`config.mk`:
```
export PLATFORM = sky130hd
export DESIGN_NAME = sram_audio_ctrl_flat
export DESIGN_NICKNAME = d
export VERILOG_FILES = /design/src/rtl/sram_audio_ctrl_if.sv /design/src/rtl/sram_audio_ctrl.sv /design/src/flat_wrapper.sv
export SDC_FILE = /design/constraint.sdc
export NUM_CORES = 1
export LEC_CHECK = 0
export ABC_AREA = 1
export CORE_MARGIN = 8
export CORE_UTILIZATION = 40
export CTS_CLUSTER_DIAMETER = 200
export CTS_CLUSTER_SIZE = 8
export DETAILED_ROUTE_END_ITERATION = 6
export MAX_ROUTING_LAYER = met4
export PLACE_DENSITY = 0.7
export SLEW_MARGIN = 10
export SYNTH_ARGS = -nofsm -noshare
export SYNTH_HDL_FRONTEND = slang
export SYNTH_SLANG_ARGS = --single-unit
```
`constraint.sdc`:
```
create_clock -name clk -period 1.75 [get_ports clk]
set_input_delay 0.35 -clock clk [delete_from_list [all_inputs] [get_ports clk]]
set_output_delay 0.35 -clock clk [all_outputs]
set_load 0.03 [all_outputs]
```
`src/rtl/sram_audio_ctrl_if.sv`:
```
// SRAM port bundle between the audio sequencer and the SRAM interface block.
//   addr  : word address, held stable for a whole access
//   read  : read strobe (held for the access duration)
//   write : write strobe (held for the access duration)
//   wdata : data to be written
//   rdata : data returned by the SRAM interface block
// master = sequencer side, slave = SRAM interface block side.
interface sram_audio_ctrl_if #(
  parameter int ADDR_W = 18,
  parameter int DATA_W = 16
);
  logic [ADDR_W-1:0] addr;
  logic              read;
  logic              write;
  logic [DATA_W-1:0] wdata;
  logic [DATA_W-1:0] rdata;

  modport master (
    output addr,
    output read,
    output write,
    output wdata,
    input  rdata
  );

  modport slave (
    input  addr,
    input  read,
    input  write,
    input  wdata,
    output rdata
  );
endinterface

```
`src/rtl/sram_audio_ctrl.sv`:
```
// Record/playback sequencer for the audio SRAM.
// Decides when the SRAM is read or written and holds each strobe for
// ACC_CYC cycles. Record stores ADC samples at consecutive addresses;
// play streams them back to the DAC once or looped; pause/stop supported.
// Ports:
//   clk, reset             : clock, synchronous active-high reset
//   cmd_record/play/pause/stop : one-cycle command pulses
//   loop                   : playback wraps to address 0 at end of recording
//   adc_valid, adc_data    : sample strobe and data to record
//   dac_req                : DAC asks for the next sample
//   dac_data, dac_valid    : sample read back and its one-cycle strobe
//   sram                   : SRAM bus (addr/read/write/wdata/rdata)
//   state                  : 0=IDLE 1=RECORD 2=PLAY 3=PAUSE
//   rec_len                : number of samples recorded
//   overrun                : strobe dropped because an access was in flight
module sram_audio_ctrl #(
  parameter int ADDR_W  = 18,
  parameter int DATA_W  = 16,
  parameter int ACC_CYC = 2
) (
  input  logic                clk,
  input  logic                reset,
  input  logic                cmd_record,
  input  logic                cmd_play,
  input  logic                cmd_pause,
  input  logic                cmd_stop,
  input  logic                loop,
  input  logic                adc_valid,
  input  logic [DATA_W-1:0]   adc_data,
  input  logic                dac_req,
  output logic [DATA_W-1:0]   dac_data,
  output logic                dac_valid,
  sram_audio_ctrl_if.master   sram,
  output logic [1:0]          state,
  output logic [ADDR_W:0]     rec_len,
  output logic                overrun
);

  typedef enum logic [1:0] {
    ST_IDLE   = 2'd0,
    ST_RECORD = 2'd1,
    ST_PLAY   = 2'd2,
    ST_PAUSE  = 2'd3
  } state_t;

  localparam int CNT_W = (ACC_CYC < 1) ? 1 : $clog2(ACC_CYC + 1);
  localparam logic [CNT_W-1:0] CNT_LOAD = CNT_W'((ACC_CYC < 1) ? 1 : ACC_CYC);
  localparam logic [CNT_W-1:0] CNT_ONE  = CNT_W'(1);
  localparam logic [ADDR_W:0]  LEN_ONE  = (ADDR_W+1)'(1);

  // pending command bit positions
  localparam int P_REC   = 0;
  localparam int P_PLAY  = 1;
  localparam int P_PAUSE = 2;
  localparam int P_STOP  = 3;

  state_t            state_reg, state_next;
  state_t            resume_reg, resume_next;
  logic [ADDR_W-1:0] addr_reg, addr_next;
  logic [ADDR_W:0]   len_reg, len_next;
  logic [CNT_W-1:0]  cnt_reg, cnt_next;
  logic              is_read_reg, is_read_next;
  logic [DATA_W-1:0] wdata_reg, wdata_next;
  logic [DATA_W-1:0] dac_data_reg, dac_data_next;
  logic              dac_valid_reg, dac_valid_next;
  logic              overrun_reg, overrun_next;
  logic [3:0]        pend_reg, pend_next;

  logic [3:0] pend;
  logic       in_flight;
  logic       strobe;

  always_ff @(posedge clk) begin
    if (reset) begin
      state_reg     <= ST_IDLE;
      resume_reg    <= ST_RECORD;
      addr_reg      <= '0;
      len_reg       <= '0;
      cnt_reg       <= '0;
      is_read_reg   <= 1'b0;
      wdata_reg     <= '0;
      dac_data_reg  <= '0;
      dac_valid_reg <= 1'b0;
      overrun_reg   <= 1'b0;
      pend_reg      <= '0;
    end else begin
      state_reg     <= state_next;
      resume_reg    <= resume_next;
      addr_reg      <= addr_next;
      len_reg       <= len_next;
      cnt_reg       <= cnt_next;
      is_read_reg   <= is_read_next;
      wdata_reg     <= wdata_next;
      dac_data_reg  <= dac_data_next;
      dac_valid_reg <= dac_valid_next;
      overrun_reg   <= overrun_next;
      pend_reg      <= pend_next;
    end
  end

  always_comb begin
    state_next     = state_reg;
    resume_next    = resume_reg;
    addr_next      = addr_reg;
    len_next       = len_reg;
    cnt_next       = cnt_reg;
    is_read_next   = is_read_reg;
    wdata_next     = wdata_reg;
    dac_data_next  = dac_data_reg;
    dac_valid_next = 1'b0;
    overrun_next   = 1'b0;

    // current-cycle commands join the sticky ones so an idle engine acts at once
    pend      = pend_reg | {cmd_stop, cmd_pause, cmd_play, cmd_record};
    pend_next = pend;
    in_flight = (cnt_reg != '0);
    strobe    = ((state_reg == ST_RECORD) && adc_valid) ||
                ((state_reg == ST_PLAY)   && dac_req);

    if (in_flight) begin
      if (strobe) overrun_next = 1'b1;
      cnt_next = cnt_reg - CNT_ONE;
      if (cnt_reg == CNT_ONE) begin
        // last strobe cycle: finish the access
        if (is_read_reg) begin
          dac_data_next  = sram.rdata;
          dac_valid_next = 1'b1;
          if ({1'b0, addr_reg} == len_reg - LEN_ONE) begin
            addr_next = '0;
            if (!loop) state_next = ST_IDLE;
          end else begin
            addr_next = addr_reg + 1'b1;
          end
        end else begin
          // addr wraps to 0 naturally after the top word
          addr_next = addr_reg + 1'b1;
          len_next  = {1'b0, addr_reg} + LEN_ONE;
          if (addr_reg == '1) state_next = ST_IDLE;
        end
      end
    end else if (strobe) begin
      cnt_next     = CNT_LOAD;
      is_read_next = (state_reg == ST_PLAY);
      if (state_reg == ST_RECORD) wdata_next = adc_data;
    end else begin
      // engine quiet: commands take effect and are consumed
      pend_next = '0;
      case (state_reg)
        ST_IDLE: begin
          if (pend[P_STOP]) begin
            state_next = ST_IDLE;
          end else if (pend[P_PLAY]) begin
            if (len_reg != '0) begin
              state_next = ST_PLAY;
              addr_next  = '0;
            end
          end else if (pend[P_REC]) begin
            state_next = ST_RECORD;
            addr_next  = '0;
            len_next   = '0;
          end
        end
        ST_RECORD, ST_PLAY: begin
          if (pend[P_STOP]) begin
            state_next = ST_IDLE;
          end else if (pend[P_PAUSE]) begin
            resume_next = state_reg;
            state_next  = ST_PAUSE;
          end
        end
        ST_PAUSE: begin
          if (pend[P_STOP]) begin
            state_next = ST_IDLE;
          end else if (pend[P_PAUSE] || pend[P_PLAY]) begin
            state_next = resume_reg;
          end else if (pend[P_REC]) begin
            state_next = ST_RECORD;
            addr_next  = '0;
            len_next   = '0;
          end
        end
        default: state_next = ST_IDLE;
      endcase
    end
  end

  assign sram.addr  = addr_reg;
  assign sram.read  = (cnt_reg != '0) &&  is_read_reg;
  assign sram.write = (cnt_reg != '0) && !is_read_reg;
  assign sram.wdata = wdata_reg;

  assign dac_data  = dac_data_reg;
  assign dac_valid = dac_valid_reg;
  assign state     = state_reg;
  assign rec_len   = len_reg;
  assign overrun   = overrun_reg;

endmodule
```
`src/flat_wrapper.sv`:
```
// flat-port wrapper written by rule: the top's interface ports become plain ports
module sram_audio_ctrl_flat 
#(
  parameter int ADDR_W  = 18,
  parameter int DATA_W  = 16,
  parameter int ACC_CYC = 2
)
  (clk, reset, cmd_record, cmd_play, cmd_pause, cmd_stop, loop, adc_valid, adc_data, dac_req, dac_data, dac_valid, state, rec_len, overrun, sram_addr, sram_read, sram_write, sram_wdata, sram_rdata);
  sram_audio_ctrl_if #(.ADDR_W(ADDR_W), .DATA_W(DATA_W)) sram_i ();
  input  logic clk;
  input  logic reset;
  input  logic cmd_record;
  input  logic cmd_play;
  input  logic cmd_pause;
  input  logic cmd_stop;
  input  logic loop;
  input  logic adc_valid;
  input  logic [DATA_W-1:0] adc_data;
  input  logic dac_req;
  output logic [DATA_W-1:0] dac_data;
  output logic dac_valid;
  output logic [1:0] state;
  output logic [ADDR_W:0] rec_len;
  output logic overrun;
  output wire logic [$bits(sram_i.addr)-1:0] sram_addr;
  output wire logic [$bits(sram_i.read)-1:0] sram_read;
  output wire logic [$bits(sram_i.write)-1:0] sram_write;
  output wire logic [$bits(sram_i.wdata)-1:0] sram_wdata;
  input wire logic [$bits(sram_i.rdata)-1:0] sram_rdata;
  assign sram_addr = sram_i.addr;
  assign sram_read = sram_i.read;
  assign sram_write = sram_i.write;
  assign sram_wdata = sram_i.wdata;
  assign sram_i.rdata = sram_rdata;
  sram_audio_ctrl #(.ADDR_W(ADDR_W), .DATA_W(DATA_W), .ACC_CYC(ACC_CYC)) u_core (.clk(clk), .reset(reset), .cmd_record(cmd_record), .cmd_play(cmd_play), .cmd_pause(cmd_pause), .cmd_stop(cmd_stop), .loop(loop), .adc_valid(adc_valid), .adc_data(adc_data), .dac_req(dac_req), .dac_data(dac_data), .dac_valid(dac_valid), .sram(sram_i), .state(state), .rec_len(rec_len), .overrun(overrun));
endmodule
```
After elaboration in Yosys (flattened, before gate mapping)
Index checks and enable logic that the tools add are counted.
W data, S select, Z words.
{"block": "totals", "reg_bits": 82, "latchBits": 0, "ramBits": 0, "romBits": 0, "in_bits": 41, "output_inout_bits": 75, "wordCells": 105, "n_memories": 0}
{"block": "classes", "add_sub_neg": 4, "mul": 0, "div_mod_pow": 0, "order_cmp": 0, "n_eq_ne": 19, "shifts": 0, "muxes": 44, "n_bitwise": 5, "reduce_logical": 22}
{"cell": "$mux W18", "n": 11}
{"cell": "$mux W19", "n": 9}
{"cell": "$pmux W19 S2", "n": 1}
{"cell": "$pmux W18 S2", "n": 1}
{"cell": "$mux W2", "n": 17}
{"cell": "$add A18 B1 Y19 const B", "n": 1}
{"cell": "$eq A18 B19 Y1", "n": 1}
{"cell": "$reduce_bool A19 Y1", "n": 1}
{"cell": "$sub A19 B1 Y19 const B", "n": 1}
{"cell": "$add A18 B1 Y18 const B", "n": 1}
{"cell": "$eq A18 B18 Y1 const B", "n": 1}
{"cell": "$ne A3 B3 Y1 const B", "n": 5}
{"cell": "$reduce_and A7 Y1", "n": 2}
{"cell": "$mux W4", "n": 2}
{"cell": "$reduce_and A8 Y1", "n": 1}
{"cell": "$ne A3 B2 Y1 const B", "n": 2}
{"cell": "$pmux W2 S3", "n": 1}
{"cell": "$reduce_and A3 Y1", "n": 2}
{"cell": "$ne A5 B4 Y1 const B", "n": 1}
{"cell": "$reduce_and A5 Y1", "n": 1}
{"cell": "$eq A2 B1 Y1 const B", "n": 2}
{"cell": "$eq A2 B2 Y1 const B", "n": 2}
{"cell": "$logic_and A1 B1 Y1", "n": 4}
{"cell": "$ne A2 B2 Y1 const B", "n": 2}
{"cell": "15 further kinds", "n": 22}

Logic depth before layout (Yosys ltp)
Gate-level depths: netlist of run 1.
{"block": "logic_depth", "ltp_word": 7, "mapped_depth": 17, "depth_no_buf": 17}

Least setup slack after synthesis of run 1
Ideal clock, no wire load.
{"block": "synth_timing", "path_type": "register to register", "startpoint": "reg u_core.state_reg[0], in the netlist u_core.state[0]", "endpoint": "reg u_core.addr_reg[2], in the netlist u_core.sram.addr[2]", "setup_time_ns": 0.140, "t_arrival_ns": 2.049, "setup_slack_ns": -0.439, "path_stages_with_launch": 14, "path_buffers": 1, "path_cell_list": "dfxtp_1 inv_1 ha_1 inv_1 o22ai_1 nor2_1 a21oi_1 nor2_2 nand3_4 inv_4 nand2_4 buf_8 nand2_1 a21oi_2"}
{"block": "synth_between", "elab_chain_cells": 5, "word_cells_on_any_way": 17, "cone_classes": "eq/ne: 8; mux: 3; reduce/logical: 6"}
{"item": "start, declared", "line": "sram_audio_ctrl.sv:57", "source": "state_t state_reg, state_next;"}
{"item": "start signal, assigned", "line": "sram_audio_ctrl.sv:87", "source": "state_reg <= state_next;"}
{"item": "$eq A2 B1 Y1 / $eq A2 B2 Y1 (equally long branches)", "line": "sram_audio_ctrl.sv:117, sram_audio_ctrl.sv:118"}
{"item": "$logic_and A1 B1 Y1, on equally long branches", "line": "sram_audio_ctrl.sv:117, sram_audio_ctrl.sv:118"}
{"item": "$logic_or A1 B1 Y1", "line": "sram_audio_ctrl.sv:117", "source": "strobe = ((state_reg == ST_RECORD) && adc_valid) ||"}
{"item": "$ne A2 B1 Y1 (no line)"}
{"item": "$reduce_and A7 Y1 (no line)"}
{"item": "end signal, assigned", "line": "sram_audio_ctrl.sv:89", "source": "addr_reg <= addr_next;"}
{"item": "end, declared", "line": "sram_audio_ctrl.sv:59", "source": "logic [ADDR_W-1:0] addr_reg, addr_next;"}
Several ways; a longest one is shown, not always the timed one. The select of a mux whose other input is x is not followed.
A chain may end at the register's enable or synchronous reset.

Final worst setup path of run 1
{"block": "layout_timing", "startpoint": "reg u_core.len_reg[0], in the netlist u_core.rec_len[0]", "endpoint": "reg u_core.addr_reg[8], in the netlist u_core.sram.addr[8]"}
{"block": "layout_between", "elab_chain_cells": 6, "word_cells_on_any_way": 9, "cone_classes": "add/sub: 1; eq/ne: 2; mux: 4; reduce/logical: 2"}
{"item": "start, declared", "line": "sram_audio_ctrl.sv:60", "source": "logic [ADDR_W:0] len_reg, len_next;"}
{"item": "start signal, assigned", "line": "sram_audio_ctrl.sv:90", "source": "len_reg <= len_next;"}
{"item": "$sub A19 B1 Y19", "line": "sram_audio_ctrl.sv:128", "source": "if ({1'b0, addr_reg} == len_reg - LEN_ONE) begin"}
{"item": "$eq A18 B19 Y1", "line": "sram_audio_ctrl.sv:128"}
{"item": "$mux W18", "line": "sram_audio_ctrl.sv:128"}
{"item": "$mux W18", "line": "sram_audio_ctrl.sv:125", "source": "if (is_read_reg) begin"}
{"item": "$mux W18", "line": "sram_audio_ctrl.sv:123", "source": "if (cnt_reg == CNT_ONE) begin"}
{"item": "$mux W18", "line": "sram_audio_ctrl.sv:120", "source": "if (in_flight) begin"}
Several ways; a longest one is shown, not always the timed one. The select of a mux whose other input is x is not followed.

==> results of run 1 <==
## per-stage QoR
step                      hold WS, ns  setup TNS [ns]  util [%]
final                           0.453           -9.63      72.5
after detailed placement        0.453          -22.18      61.1
after global routing            0.470          -13.90      72.5
after CTS                       0.461           -6.13      68.9
after global placement          0.445          -17.83      61.1
after floorplan                 0.436           -2.47         -
## layout make-up
type / instances / area, um^2 / area share, %
Multi-Input combinational cell: 533 / 3410 / 41.0
Timing Repair Buffer: 267 / 2460 / 29.5
Sequential cell: 82 / 1680 / 20.2
Inverter: 70 / 299 / 3.60
Clock buffer: 13 / 262 / 3.14
Tap cell: 143 / 179 / 2.15
Clock inverter: 2 / 35.0 / 0.421
## worst paths after layout
check                                      to                            start  slack (ns)  cells after the start
max          u_core.sram.addr[8]$_SDFFE_PP0P_   u_core.rec_len[0]$_SDFFE_PP0P_       -0.37                     14
min           u_core.dac_data[5]$_SDFFE_PP0P_  u_core.dac_data[5]$_SDFFE_PP0P_        0.45                      2
max reg2reg  u_core.sram.addr[8]$_SDFFE_PP0P_   u_core.rec_len[0]$_SDFFE_PP0P_       -0.37                     14
min reg2reg   u_core.dac_data[5]$_SDFFE_PP0P_  u_core.dac_data[5]$_SDFFE_PP0P_        0.45                      2
## metal layers
layer	up-vias	share of wire, %	GRT usage [%]
met3	46	6.7	4.04
met2	259	51	37.5
li1	2821	-	-
met1	2774	40	24.7
met4	0	2.7	7.44
met5	-	0	-
## worst reg2reg max path, stage by stage, from the launching register on
cell and delay (ns):
dfxtp_4 0.35, inv_4 0.06, buf_4 0.13, nand2_4 0.08, nor2_4 0.26, nand2_2 0.08
nand2_2 0.08, nand3_1 0.07, nor2_1 0.12, nand2_2 0.12, nor2_4 0.19, buf_12 0.14
nand3_4 0.13, nand3_2 0.12, a21oi_2 0.05
## cell usage after synthesis (2+ instances only)
library cell	number
clkbuf_1	15
nand3_2	9
inv_1	66
xor2_1	4
ha_1	11
nand2_2	6
a211oi_1	4
nand3_1	54
xnor2_1	4
inv_2	2
a21oi_1	57
nor2_2	14
nor2_4	7
a21oi_2	9
nand3b_1	4
buf_4	2
buf_2	5
nor3_2	2
nand4_1	7
o22ai_1	2
nand2_1	164
clkbuf_2	2
nor2_1	101
o21ai_0	43
nor4_1	2
nand3_4	2
nor3_1	10
o21ai_1	4
o211ai_1	3
dfxtp_1	82
## cells by family after synthesis
kind of cell	count (synthesis)	share of synthesized area (%)
fa+ha+maj	11	2.91
simple gates	385	37.7
compound gates	126	14.7
flops	82	34.7
xor+xnor	8	1.48
buf+inv	97	8.50
## where the power goes
group,switching (uW),internal (uW)
combinational,5560,4180
clock,748,1180
sequential,298,2170
## what timing repair did
action	in CTS	in global routing
gates resized for setup	142	95
cloned	5	3
buffers inserted	18	5
pin swaps	33	25
hold endpoints to repair	0	0
setup endpoints to repair	96	72
==> impl_metrics.tcl, run 1 <==
set metrics [dict create \
    rsz0062_at_grt "true" \
    avgSynthCellArea_um2 6.66 \
    clkTransAtPathRegs_ns 0.06 \
    fp.coreArea_mm2 0.0115 \
    vias 5900 \
    ys.flop_type "dfxtp_1" \
    grt_util_all_layers_pct 21.7 \
    io_buffer_count 115 \
    drt-vias-per-instance 5.32 \
    insertion_delay_ns 0.34 \
    required_ns 1.95 \
    drt_pass1_iterations 7 \
    cts.sinks 82 \
    stdcell_count 1110 \
    p_per_area_mw_per_mm2 1700 \
    fp.dieW_um 125 \
    async_reset_ff_share_pct 0 \
    holdCritPathClass "reg2reg" \
    path_buf_inv 3 \
    synth-seq-cells 82 \
    clockRootBuffer "clkbuf_16" \
    drv_cap 0 \
    drtIter0Drc 376 \
    fmax_ghz 0.472 \
    post_drt_wl_per_cell_um 16.5 \
    drive_gt1_share_pct 36.4 \
    finalSetupViolations 57 \
    hpwl_um 12000 \
    crit_slowest_cell "dfxtp_4" \
    dpl.cell_count 1065 \
    gp_congestion 0.971 \
    nets 1015 \
    worstMarginPinSlew_ns 0.686 \
    synth.distinct_cells 42 \
    final_common_cell "nand2_1" \
    finalHoldViolCount 0 \
    slew_viol_final 0 \
    htree_num_levels 3 \
    path_common_cell "nand2_2" \
    crit_fanout 8 \
    row_count 39 \
    drtAntennaViolNets 0 \
    crit_arrival_ns 2.32 \
    slew_headroom_pct 54.2 \
    grt_start_max_net_pins 45 \
    fin_skew_ns 0.00720 \
    postCtsHoldBufs 0 \
    layout_common_cells "150 x nand2_1, 132 x buf_4, 65 x nor2_1" \
    vdd_drop_max_mv 1.42 \
    num_antenna_cells 0 \
    yosysSeqAreaShare_pct 34.7 \
    p_leak_uw 0.00377 \
    crit_chain "inv_4, buf_4, nand2_4, nor2_4, nand2_2, nand2_2, nand3_1, nor2_1, nand2_2, nor2_4, buf_12, nand3_4, nand3_2, a21oi_2" \
    grt_pass1_wl_um 27800 \
    synth_cells 709 \
    power.total_uw 14100 \
    largest_reg_flops 19 \
    period_needed_ns 2.12 \
    synth_warnings 0 \
    min_period_over_period_pct 121 \
    synth_area_mm2 0.00472 \
    fin_ws_ns -0.370 \
    antenna_found_initial 0 \
    synth_largest_area_cell "dfxtp_1" \
    start_util_pct 41.2 \
    place_area_mm2 0.00700 \
    clock_path_buffers 2 \
    final_cell_area_mm2 0.00832 \
    drc 0 \
    cpPeakStageDelay_ns 0.35 \
    nFillCells 824 \
    die_h_um 125 \
    die_area_mm2 0.0155 \
    synth_edf_count 0 \
    syn-num-nets 761 \
    io_pins 116 \
    synth_area_leaders "dfxtp_1 35%, nand2_1 13%, nor2_1 8.0%" \
    violations "setup timing" \
    endpoint_kind "register" \
    globalRouteOverflowTotal 0 \
    crit_family "simple AND/OR/NAND/NOR gates" \
    area_growth_pct 76.0 \
    numCtsBuffers 9 \
    synth_top_area_share_pct 34.7 \
    drt-total-wl_um 18300 \
    cts_tree "built" \
    startpoint_type "register" \
    worstSetupPathType "reg2reg" \
    place_ws_ns -0.475 \
    status "finished with violations" \
    grt_pass1_vias 5746 \
]
(Power assumes the default switching activity.)
==> inputs of run 2 (changes only) <==
- CAP_MARGIN: not set -> 20
==> results of run 2 <==
The final DEF is identical to that of run 1; final timing and power are the same.
